### src/rtl/mem_arbiter_pkg.sv
// mem_arbiter_pkg: shared widths and FSM state encoding for mem_arbiter
package mem_arbiter_pkg;
    localparam int ADDR_W = 4;
    localparam int DATA_W = 8;
    typedef enum logic [1:0] {
        S_IDLE    = 2'd0,
        S_ISSUE   = 2'd1,
        S_RD_WAIT = 2'd2
    } state_t;
endpackage

### src/rtl/mem_arbiter_if.sv
// mem_arbiter_if: client request channels plus memory-side strobes for mem_arbiter
// slave  : arbiter view (rqN_req/we/addr/wdata and mem_r_data in; rqN_gnt/rvalid/rdata and mem_* strobes out)
// master : client/memory view with the directions mirrored
interface mem_arbiter_if;
    import mem_arbiter_pkg::*;
    logic              rq0_req, rq0_we, rq0_gnt, rq0_rvalid;
    logic [ADDR_W-1:0] rq0_addr;
    logic [DATA_W-1:0] rq0_wdata, rq0_rdata;
    logic              rq1_req, rq1_we, rq1_gnt, rq1_rvalid;
    logic [ADDR_W-1:0] rq1_addr;
    logic [DATA_W-1:0] rq1_wdata, rq1_rdata;
    logic              mem_w_en, mem_r_en;
    logic [ADDR_W-1:0] mem_w_addr, mem_r_addr;
    logic [DATA_W-1:0] mem_w_data, mem_r_data;
    modport slave (
        input  rq0_req, rq0_we, rq0_addr, rq0_wdata,
        input  rq1_req, rq1_we, rq1_addr, rq1_wdata,
        input  mem_r_data,
        output rq0_gnt, rq0_rvalid, rq0_rdata,
        output rq1_gnt, rq1_rvalid, rq1_rdata,
        output mem_w_en, mem_w_addr, mem_w_data, mem_r_en, mem_r_addr
    );
    modport master (
        output rq0_req, rq0_we, rq0_addr, rq0_wdata,
        output rq1_req, rq1_we, rq1_addr, rq1_wdata,
        output mem_r_data,
        input  rq0_gnt, rq0_rvalid, rq0_rdata,
        input  rq1_gnt, rq1_rvalid, rq1_rdata,
        input  mem_w_en, mem_w_addr, mem_w_data, mem_r_en, mem_r_addr
    );
endinterface

### src/rtl/mem_arbiter_rr_arb2.sv
// rr_arb2: two-way round-robin picker with a registered priority pointer
// Ports: clk, rst_n (async, active low), req[1:0] requests, advance (a grant is
//        being taken this cycle), gnt_onehot[1:0] combinational winner
module rr_arb2 (
    input  logic       clk,
    input  logic       rst_n,
    input  logic [1:0] req,
    input  logic       advance,
    output logic [1:0] gnt_onehot
);
    logic ptr;
    // ptr names the client that wins a conflict; a lone requester always wins
    assign gnt_onehot = &req ? (ptr ? 2'b10 : 2'b01) : req;
    // after a grant, priority passes to the client that did not win
    always_ff @(posedge clk or negedge rst_n)
        if (!rst_n)
            ptr <= 1'b0;
        else if (advance)
            ptr <= gnt_onehot[0];
endmodule

### src/rtl/mem_arbiter.sv
// mem_arbiter: two-client round-robin arbiter and sequencer in front of a 16x8 dual-port memory
// Ports: clk, rst_n (async, active low); bus (slave) carries both client
//        req/gnt/rvalid/rdata channels and the memory strobe/address/data lines
module mem_arbiter
    import mem_arbiter_pkg::*;
(
    input logic          clk,
    input logic          rst_n,
    mem_arbiter_if.slave bus
);
    state_t            state;
    logic [1:0]        req, pick, gnt, rvalid;
    logic              advance, sel_we, w_en, r_en;
    logic [ADDR_W-1:0] sel_addr, w_addr, r_addr;
    logic [DATA_W-1:0] sel_wdata, w_data;

    assign req       = {bus.rq1_req, bus.rq0_req};
    assign advance   = state == S_IDLE && |req;
    assign sel_we    = pick[1] ? bus.rq1_we    : bus.rq0_we;
    assign sel_addr  = pick[1] ? bus.rq1_addr  : bus.rq0_addr;
    assign sel_wdata = pick[1] ? bus.rq1_wdata : bus.rq0_wdata;

    rr_arb2 u_arb (
        .clk       (clk),
        .rst_n     (rst_n),
        .req       (req),
        .advance   (advance),
        .gnt_onehot(pick)
    );

    // the memory strobe registers double as the capture of the winner's request;
    // every pulse defaults low so it lasts exactly one cycle
    always_ff @(posedge clk or negedge rst_n) begin
        if (!rst_n) begin
            state  <= S_IDLE;
            gnt    <= '0;
            rvalid <= '0;
            w_en   <= 1'b0;
            r_en   <= 1'b0;
            w_addr <= '0;
            w_data <= '0;
            r_addr <= '0;
        end else begin
            gnt    <= '0;
            rvalid <= '0;
            w_en   <= 1'b0;
            r_en   <= 1'b0;
            w_addr <= '0;
            w_data <= '0;
            r_addr <= '0;
            case (state)
                S_IDLE: if (advance) begin
                    state  <= S_ISSUE;
                    gnt    <= pick;
                    w_en   <= sel_we;
                    r_en   <= !sel_we;
                    w_addr <= sel_we ? sel_addr : '0;
                    w_data <= sel_we ? sel_wdata : '0;
                    r_addr <= sel_we ? '0 : sel_addr;
                end
                S_ISSUE: begin
                    state  <= r_en ? S_RD_WAIT : S_IDLE;
                    rvalid <= r_en ? gnt : 2'b00;
                end
                default: state <= S_IDLE;
            endcase
        end
    end

    assign bus.rq0_gnt    = gnt[0];
    assign bus.rq1_gnt    = gnt[1];
    assign bus.rq0_rvalid = rvalid[0];
    assign bus.rq1_rvalid = rvalid[1];
    assign bus.rq0_rdata  = bus.mem_r_data;
    assign bus.rq1_rdata  = bus.mem_r_data;
    assign bus.mem_w_en   = w_en;
    assign bus.mem_w_addr = w_addr;
    assign bus.mem_w_data = w_data;
    assign bus.mem_r_en   = r_en;
    assign bus.mem_r_addr = r_addr;
endmodule

### src/flat_wrapper.sv
// flat-port wrapper written by rule: the top's interface ports become plain ports
module mem_arbiter_flat import mem_arbiter_pkg::*;
  (clk, rst_n, bus_rq0_req, bus_rq0_we, bus_rq0_addr, bus_rq0_wdata, bus_rq1_req, bus_rq1_we, bus_rq1_addr, bus_rq1_wdata, bus_mem_r_data, bus_rq0_gnt, bus_rq0_rvalid, bus_rq0_rdata, bus_rq1_gnt, bus_rq1_rvalid, bus_rq1_rdata, bus_mem_w_en, bus_mem_w_addr, bus_mem_w_data, bus_mem_r_en, bus_mem_r_addr);
  mem_arbiter_if bus_i ();
  input logic clk;
  input logic rst_n;
  input wire logic [$bits(bus_i.rq0_req)-1:0] bus_rq0_req;
  input wire logic [$bits(bus_i.rq0_we)-1:0] bus_rq0_we;
  input wire logic [$bits(bus_i.rq0_addr)-1:0] bus_rq0_addr;
  input wire logic [$bits(bus_i.rq0_wdata)-1:0] bus_rq0_wdata;
  input wire logic [$bits(bus_i.rq1_req)-1:0] bus_rq1_req;
  input wire logic [$bits(bus_i.rq1_we)-1:0] bus_rq1_we;
  input wire logic [$bits(bus_i.rq1_addr)-1:0] bus_rq1_addr;
  input wire logic [$bits(bus_i.rq1_wdata)-1:0] bus_rq1_wdata;
  input wire logic [$bits(bus_i.mem_r_data)-1:0] bus_mem_r_data;
  output wire logic [$bits(bus_i.rq0_gnt)-1:0] bus_rq0_gnt;
  output wire logic [$bits(bus_i.rq0_rvalid)-1:0] bus_rq0_rvalid;
  output wire logic [$bits(bus_i.rq0_rdata)-1:0] bus_rq0_rdata;
  output wire logic [$bits(bus_i.rq1_gnt)-1:0] bus_rq1_gnt;
  output wire logic [$bits(bus_i.rq1_rvalid)-1:0] bus_rq1_rvalid;
  output wire logic [$bits(bus_i.rq1_rdata)-1:0] bus_rq1_rdata;
  output wire logic [$bits(bus_i.mem_w_en)-1:0] bus_mem_w_en;
  output wire logic [$bits(bus_i.mem_w_addr)-1:0] bus_mem_w_addr;
  output wire logic [$bits(bus_i.mem_w_data)-1:0] bus_mem_w_data;
  output wire logic [$bits(bus_i.mem_r_en)-1:0] bus_mem_r_en;
  output wire logic [$bits(bus_i.mem_r_addr)-1:0] bus_mem_r_addr;
  assign bus_i.rq0_req = bus_rq0_req;
  assign bus_i.rq0_we = bus_rq0_we;
  assign bus_i.rq0_addr = bus_rq0_addr;
  assign bus_i.rq0_wdata = bus_rq0_wdata;
  assign bus_i.rq1_req = bus_rq1_req;
  assign bus_i.rq1_we = bus_rq1_we;
  assign bus_i.rq1_addr = bus_rq1_addr;
  assign bus_i.rq1_wdata = bus_rq1_wdata;
  assign bus_i.mem_r_data = bus_mem_r_data;
  assign bus_rq0_gnt = bus_i.rq0_gnt;
  assign bus_rq0_rvalid = bus_i.rq0_rvalid;
  assign bus_rq0_rdata = bus_i.rq0_rdata;
  assign bus_rq1_gnt = bus_i.rq1_gnt;
  assign bus_rq1_rvalid = bus_i.rq1_rvalid;
  assign bus_rq1_rdata = bus_i.rq1_rdata;
  assign bus_mem_w_en = bus_i.mem_w_en;
  assign bus_mem_w_addr = bus_i.mem_w_addr;
  assign bus_mem_w_data = bus_i.mem_w_data;
  assign bus_mem_r_en = bus_i.mem_r_en;
  assign bus_mem_r_addr = bus_i.mem_r_addr;
  mem_arbiter u_core (.clk(clk), .rst_n(rst_n), .bus(bus_i));
endmodule
### config.mk
export PLATFORM = sky130hd
export DESIGN_NAME = mem_arbiter_flat
export DESIGN_NICKNAME = d
export VERILOG_FILES = /design/src/rtl/mem_arbiter_pkg.sv /design/src/rtl/mem_arbiter_if.sv /design/src/rtl/mem_arbiter_rr_arb2.sv /design/src/rtl/mem_arbiter.sv /design/src/flat_wrapper.sv
export SDC_FILE = /design/constraint.sdc
export NUM_CORES = 1
export LEC_CHECK = 0
export ABC_AREA = 0
export BUFFER_PORTS_ARGS = -buffer_cell sky130_fd_sc_hd__buf_2
export CORE_UTILIZATION = 43
export DETAILED_ROUTE_END_ITERATION = 10
export PLACE_DENSITY = 0.94
export SLEW_MARGIN = 20
export SYNTH_ARGS = -nofsm -noshare
export SYNTH_HDL_FRONTEND = slang
export SYNTH_SLANG_ARGS = --single-unit
### constraint.sdc
create_clock -name clk -period 4.1 [get_ports clk]
set_clock_uncertainty 0.2 [all_clocks]
set_input_delay 0.615 -clock clk [delete_from_list [all_inputs] [get_ports clk]]
set_output_delay 0.615 -clock clk [all_outputs]
set_load 0.1 [all_outputs]
# Word-level counts from Yosys, hierarchy flattened
# Cells that the tools add are included.
[word_totals]
register_bits = 25
latch_bits = 0
mem_bits_rw = 0
rom_bits = 0
in_bits = 38
output_inout_bits = 38
wordCells = 41
n_memories = 0
[op_classes]
n_addsub = 0
multipliers = 0
div_mod_pow = 0
n_lt_le_gt_ge = 0
eq_ne = 2
n_shift = 0
mux = 25
bitwise_logic = 0
n_reduce_logical = 5
[op_table]
columns = ["cell", "n"]
rows = [
  ["$mux W8", 4],
  ["$mux W4", 7],
  ["$mux W2", 8],
  ["$mux W1", 5],
  ["$pmux W2 S2", 1],
  ["$eq A2 B1 Y1 const B", 1],
  ["$logic_not A2 Y1", 1],
  ["$ne A2 B1 Y1 const B", 1],
  ["$reduce_and A2 Y1", 1],
  ["$reduce_or A2 Y1", 1],
  ["$logic_and A1 B1 Y1", 1],
  ["$logic_not A1 Y1", 1],
]

# Depth between registers and ports, before layout
[logic_depth]
word_depth = 6
depth_mapped = 4

# Cells and area by module
# Synthesis repeated with hierarchy kept, for this count alone.
[hier_totals]
cells_unflattened = 93
hier_area_um2 = 1197.4
[modules_own_cells]
columns = ["mod", "n_inst", "cells_per_inst", "area_per_inst_um2"]
rows = [
  ["mem_arbiter", 1, 88, 1134.8],
  ["rr_arb2", 1, 5, 62.6],
]

# Worst setup path before layout
# No wires, ideal clock.
[synth_path]
path_kind = "flip-flop to output port"
start = "register u_core.r_en (netlist: u_core.bus.mem_r_en)"
end = "output bus_mem_r_en"
t_arrival_ns = 0.898
required_ns = 3.285
slack_ns = 2.387
stages_incl_launch_ff = 1
cell_sequence = "dfrtp_1"
[synth_rtl]
columns = ["element", "line", "rtl"]
rows = [
  ["start, declared", "mem_arbiter.sv:13", "logic advance, sel_we, w_en, r_en;"],
  ["start signal, assigned", "mem_arbiter.sv:56", "r_en <= !sel_we;"],
  ["end, declared", "flat_wrapper.sv:25", "output wire logic [$bits(bus_i.mem_r_en)-1:0] bus_mem_r_en;"],
]
# No word-level cell between the ends.

# Worst setup path after layout
[layout_path]
start = "register u_core.w_addr[3] (netlist: u_core.bus.mem_w_addr[3])"
end = "output bus_mem_w_addr[3]"
[layout_rtl]
columns = ["element", "line", "rtl"]
rows = [
  ["start, declared", "mem_arbiter.sv:14", "logic [ADDR_W-1:0] sel_addr, w_addr, r_addr;"],
  ["start signal, assigned", "mem_arbiter.sv:57", "w_addr <= sel_we ? sel_addr : '0;"],
  ["end, declared", "flat_wrapper.sv:23", "output wire logic [$bits(bus_i.mem_w_addr)-1:0] bus_mem_w_addr;"],
]
# No word-level cell between the ends.

==> results.sh <==
export IMPL_crit_arrival_ps=1140
export IMPL_hold_viol=0
export IMPL_cp_num_buf_inv=1
export IMPL_die_y_um=51.9
export IMPL_routed_wl_met2_um=1210
export IMPL_critical_path_top_delay_family="buffers and inverters"
export IMPL_r2r_slack_ps=2490
export IMPL_drive_above_1_share=0.530
export IMPL_syn_to_final_growth_pct=16.2
export IMPL_highest_layer="met4"
export IMPL_tightest_slew_ps=532
export IMPL_synthTopCellsByArea="dfrtp_1, a22o_1, buf_4, nor4b_4, buf_6"
export IMPL_worstPathRequired_ps=3280
export IMPL_drt_wl_total_um=2250
export IMPL_clkLatencyLatePin_ps=320
export IMPL_synth_nets=118
export IMPL_initial_utilization=0.471
export IMPL_std_cell_rows=17
export IMPL_yosys_register_bits=25
export IMPL_ctsResizeCount=0
export IMPL_clkSlewWorstSetupHoldPaths_ps=130
export IMPL_cts_setup_buffers=0
export IMPL_synth_top_cell_area_share=0.584
export IMPL_r2r_start="u_core.state[1]"
export IMPL_ys_seq_area_frac=0.584
export IMPL_status="finished, final reports clean"
export IMPL_pre_cts_slack_ps=2320
export IMPL_p_per_area_mw_per_mm2=633
export IMPL_remaining_drc_errors=0
export IMPL_ys_warn_count=0
export IMPL_drv_cap=0
export IMPL_dp_final_hpwl_um=1790
export IMPL_p_leak_nw=0.715
export IMPL_met1Wirelength_um=804
export IMPL_hold_buffers=0
export IMPL_synth_top_cell_by_area="dfrtp_1"
export IMPL_avgSynthCellArea_sq_um=13.4
export IMPL_fin_crit_ps=1950
export IMPL_grt_pass1_vias=741
export IMPL_cp_max_fo=1
export IMPL_cts_tree="done"
export IMPL_fin_area_sq_mm=0.00124
export IMPL_die_width_um=51.9
export IMPL_grt_use_total=0.183
export IMPL_numCtsBuffers=3
export IMPL_via_count=753
export IMPL_drt_first_iter_violations=26
export IMPL_rsz0062_at_grt="no"
export IMPL_grt_pass1_wl_um=3420
export IMPL_clock_sinks=25
export IMPL_port_buffers=51
export IMPL_ff2ff_path_depth=3
export IMPL_start_kind="register"
export IMPL_clock_fmax_mhz=512
export IMPL_num_antenna_cells=0
export IMPL_grt_max_degree=26
export IMPL_io_pin_count=76
export IMPL_overflow=0
export IMPL_h_tree_depth=1
export IMPL_viasPerCell=5.19
export IMPL_period_share=0.476
export IMPL_cts_buffer_depth=2
export IMPL_synthCells=80
export IMPL_rr_endpoint="u_core.bus.mem_w_addr[0]"
export IMPL_ys_types=21
export IMPL_root_buffer="clkbuf_4"
export IMPL_peakVddDrop_mv=0.339
export IMPL_crit_path_end_kind="primary output"
export IMPL_gp_congestion=0.744
export IMPL_drv_slew=0
export IMPL_hold_path_class="in2async"
export IMPL_setup_tns_final_ps=0
export IMPL_slowest_delay_ps=430
export IMPL_critical_path_class="reg2out"
export IMPL_drtAntennaViolNets=0
export IMPL_relSlewSlack=0.645
export IMPL_mappedNetlistArea_sq_mm=0.00107
export IMPL_timing_hold_ws_ps=48.5
export IMPL_wire_per_inst_um=15.5
export IMPL_crit_chain="buf_2"
export IMPL_coreArea_sq_mm=0.00228
export IMPL_final_net_count=156
export IMPL_wl_met3_um=182
export IMPL_dieArea_sq_mm=0.00269
export IMPL_antenna_found_initial=0
export IMPL_dr_pass1_iters=4
export IMPL_slowest_stage="buf_2"
export IMPL_fin_ws_ps=2150
export IMPL_placed_area_sq_mm=0.00122
export IMPL_setup_viol=0
report_power, final:
part           internal (mW)  switching, mW  total (mW)
logic                 0.0721          0.300       0.372
clock network         0.0381         0.0708       0.109
registers              0.287         0.0205       0.307
total                  0.397          0.391       0.788
layout by cell type, fill, tap and decap left out:
cell type and instances:
and4b_4 1, and3_2 1, inv_1 2, dfrtp_1 25
clkbuf_4 3, o21ai_0 2, nand3b_1 1, clkbuf_1 1
nor4b_4 1, nor2b_4 1, nor2_1 2, nand2_1 2
a21oi_1 1, a21o_1 1, nor4_1 1, buf_2 51
and4b_2 1, and3b_1 1, and2_1 2, a22o_1 14
and4_2 1, a22o_2 2
cells by family (layout without fill, tap and decap cells):
group,after synthesis,count (layout),synth area share
compound gates,20,20,0.154
buf+inv,20,57,0.140
flops,25,25,0.584
simple gates,15,15,0.122
registers in the layout, indices dropped and copies added, names as in the netlist:
name,flops
u_core.state,2
u_core.bus.mem_w_addr,4
u_core.bus.mem_r_addr,4
u_core.bus.mem_w_data,8
u_core.u_arb.ptr,1
u_core.bus.mem_r_en,1
u_core.gnt,2
u_core.rvalid,2
u_core.bus.mem_w_en,1
cell type report:
cell class                      instances  area (sq um)
Clock buffer                            4          26.3
Inverter                                2          7.51
Fill cell                             195          1030
Timing Repair Buffer                   51           255
Multi-Input combinational cell         35           295
Sequential cell                        25           626
Tap cell                               28          35.0
synth_stat cells:
cell type / instances
inv_1: 2
nand3b_1: 1
nand2_1: 2
a21oi_1: 1
nor2b_4: 1
buf_4: 16
nor2_1: 2
and2_1: 2
a22o_1: 14
a21o_1: 1
a22o_2: 2
and3_2: 1
nor4b_4: 1
and4_2: 1
and4b_2: 1
nor4_1: 1
and4b_4: 1
dfrtp_1: 25
buf_6: 2
o21ai_0: 2
and3b_1: 1
how the worst max path moves through the flow:
| stage | from | endpoint | depth (start not counted) | slack (ps) |
|---|---|---|---|---|
| 6_report | u_core.bus.mem_w_addr[3] | bus_mem_w_addr[3] | 1 | 2150 |
| 5_1_grt | u_core.bus.mem_w_addr[3] | bus_mem_w_addr[3] | 1 | 2110 |
| 4_1_cts | u_core.bus.mem_w_addr[3] | bus_mem_w_addr[3] | 1 | 2140 |
| 3_5_place_dp | bus_rq0_req | u_core.bus.mem_w_addr[3] | 4 | 2320 |
| 3_3_place_gp | bus_rq0_req | u_core.bus.mem_w_addr[3] | 4 | 2390 |
| 2_1_floorplan | u_core.bus.mem_r_en | bus_mem_r_en | 0 | 2390 |
routing by layer:
metal  global-route usage  vias to the layer above
li1                     -                      348
met1                0.200                      359
met4                0.131                        0
met2                0.323                       34
met5                    0                        -
met3               0.0205                       12
metrics by stage:
step / std cells / power (mW) / util
floorplan: 80 / 0.690 / -
global placement: 141 / 0.674 / 0.535
global route: 145 / 0.820 / 0.547
finish: 145 / 0.788 / 0.547
CTS: 145 / 0.791 / 0.547
detailed placement: 141 / 0.686 / 0.535
(Power assumes the default switching activity.)
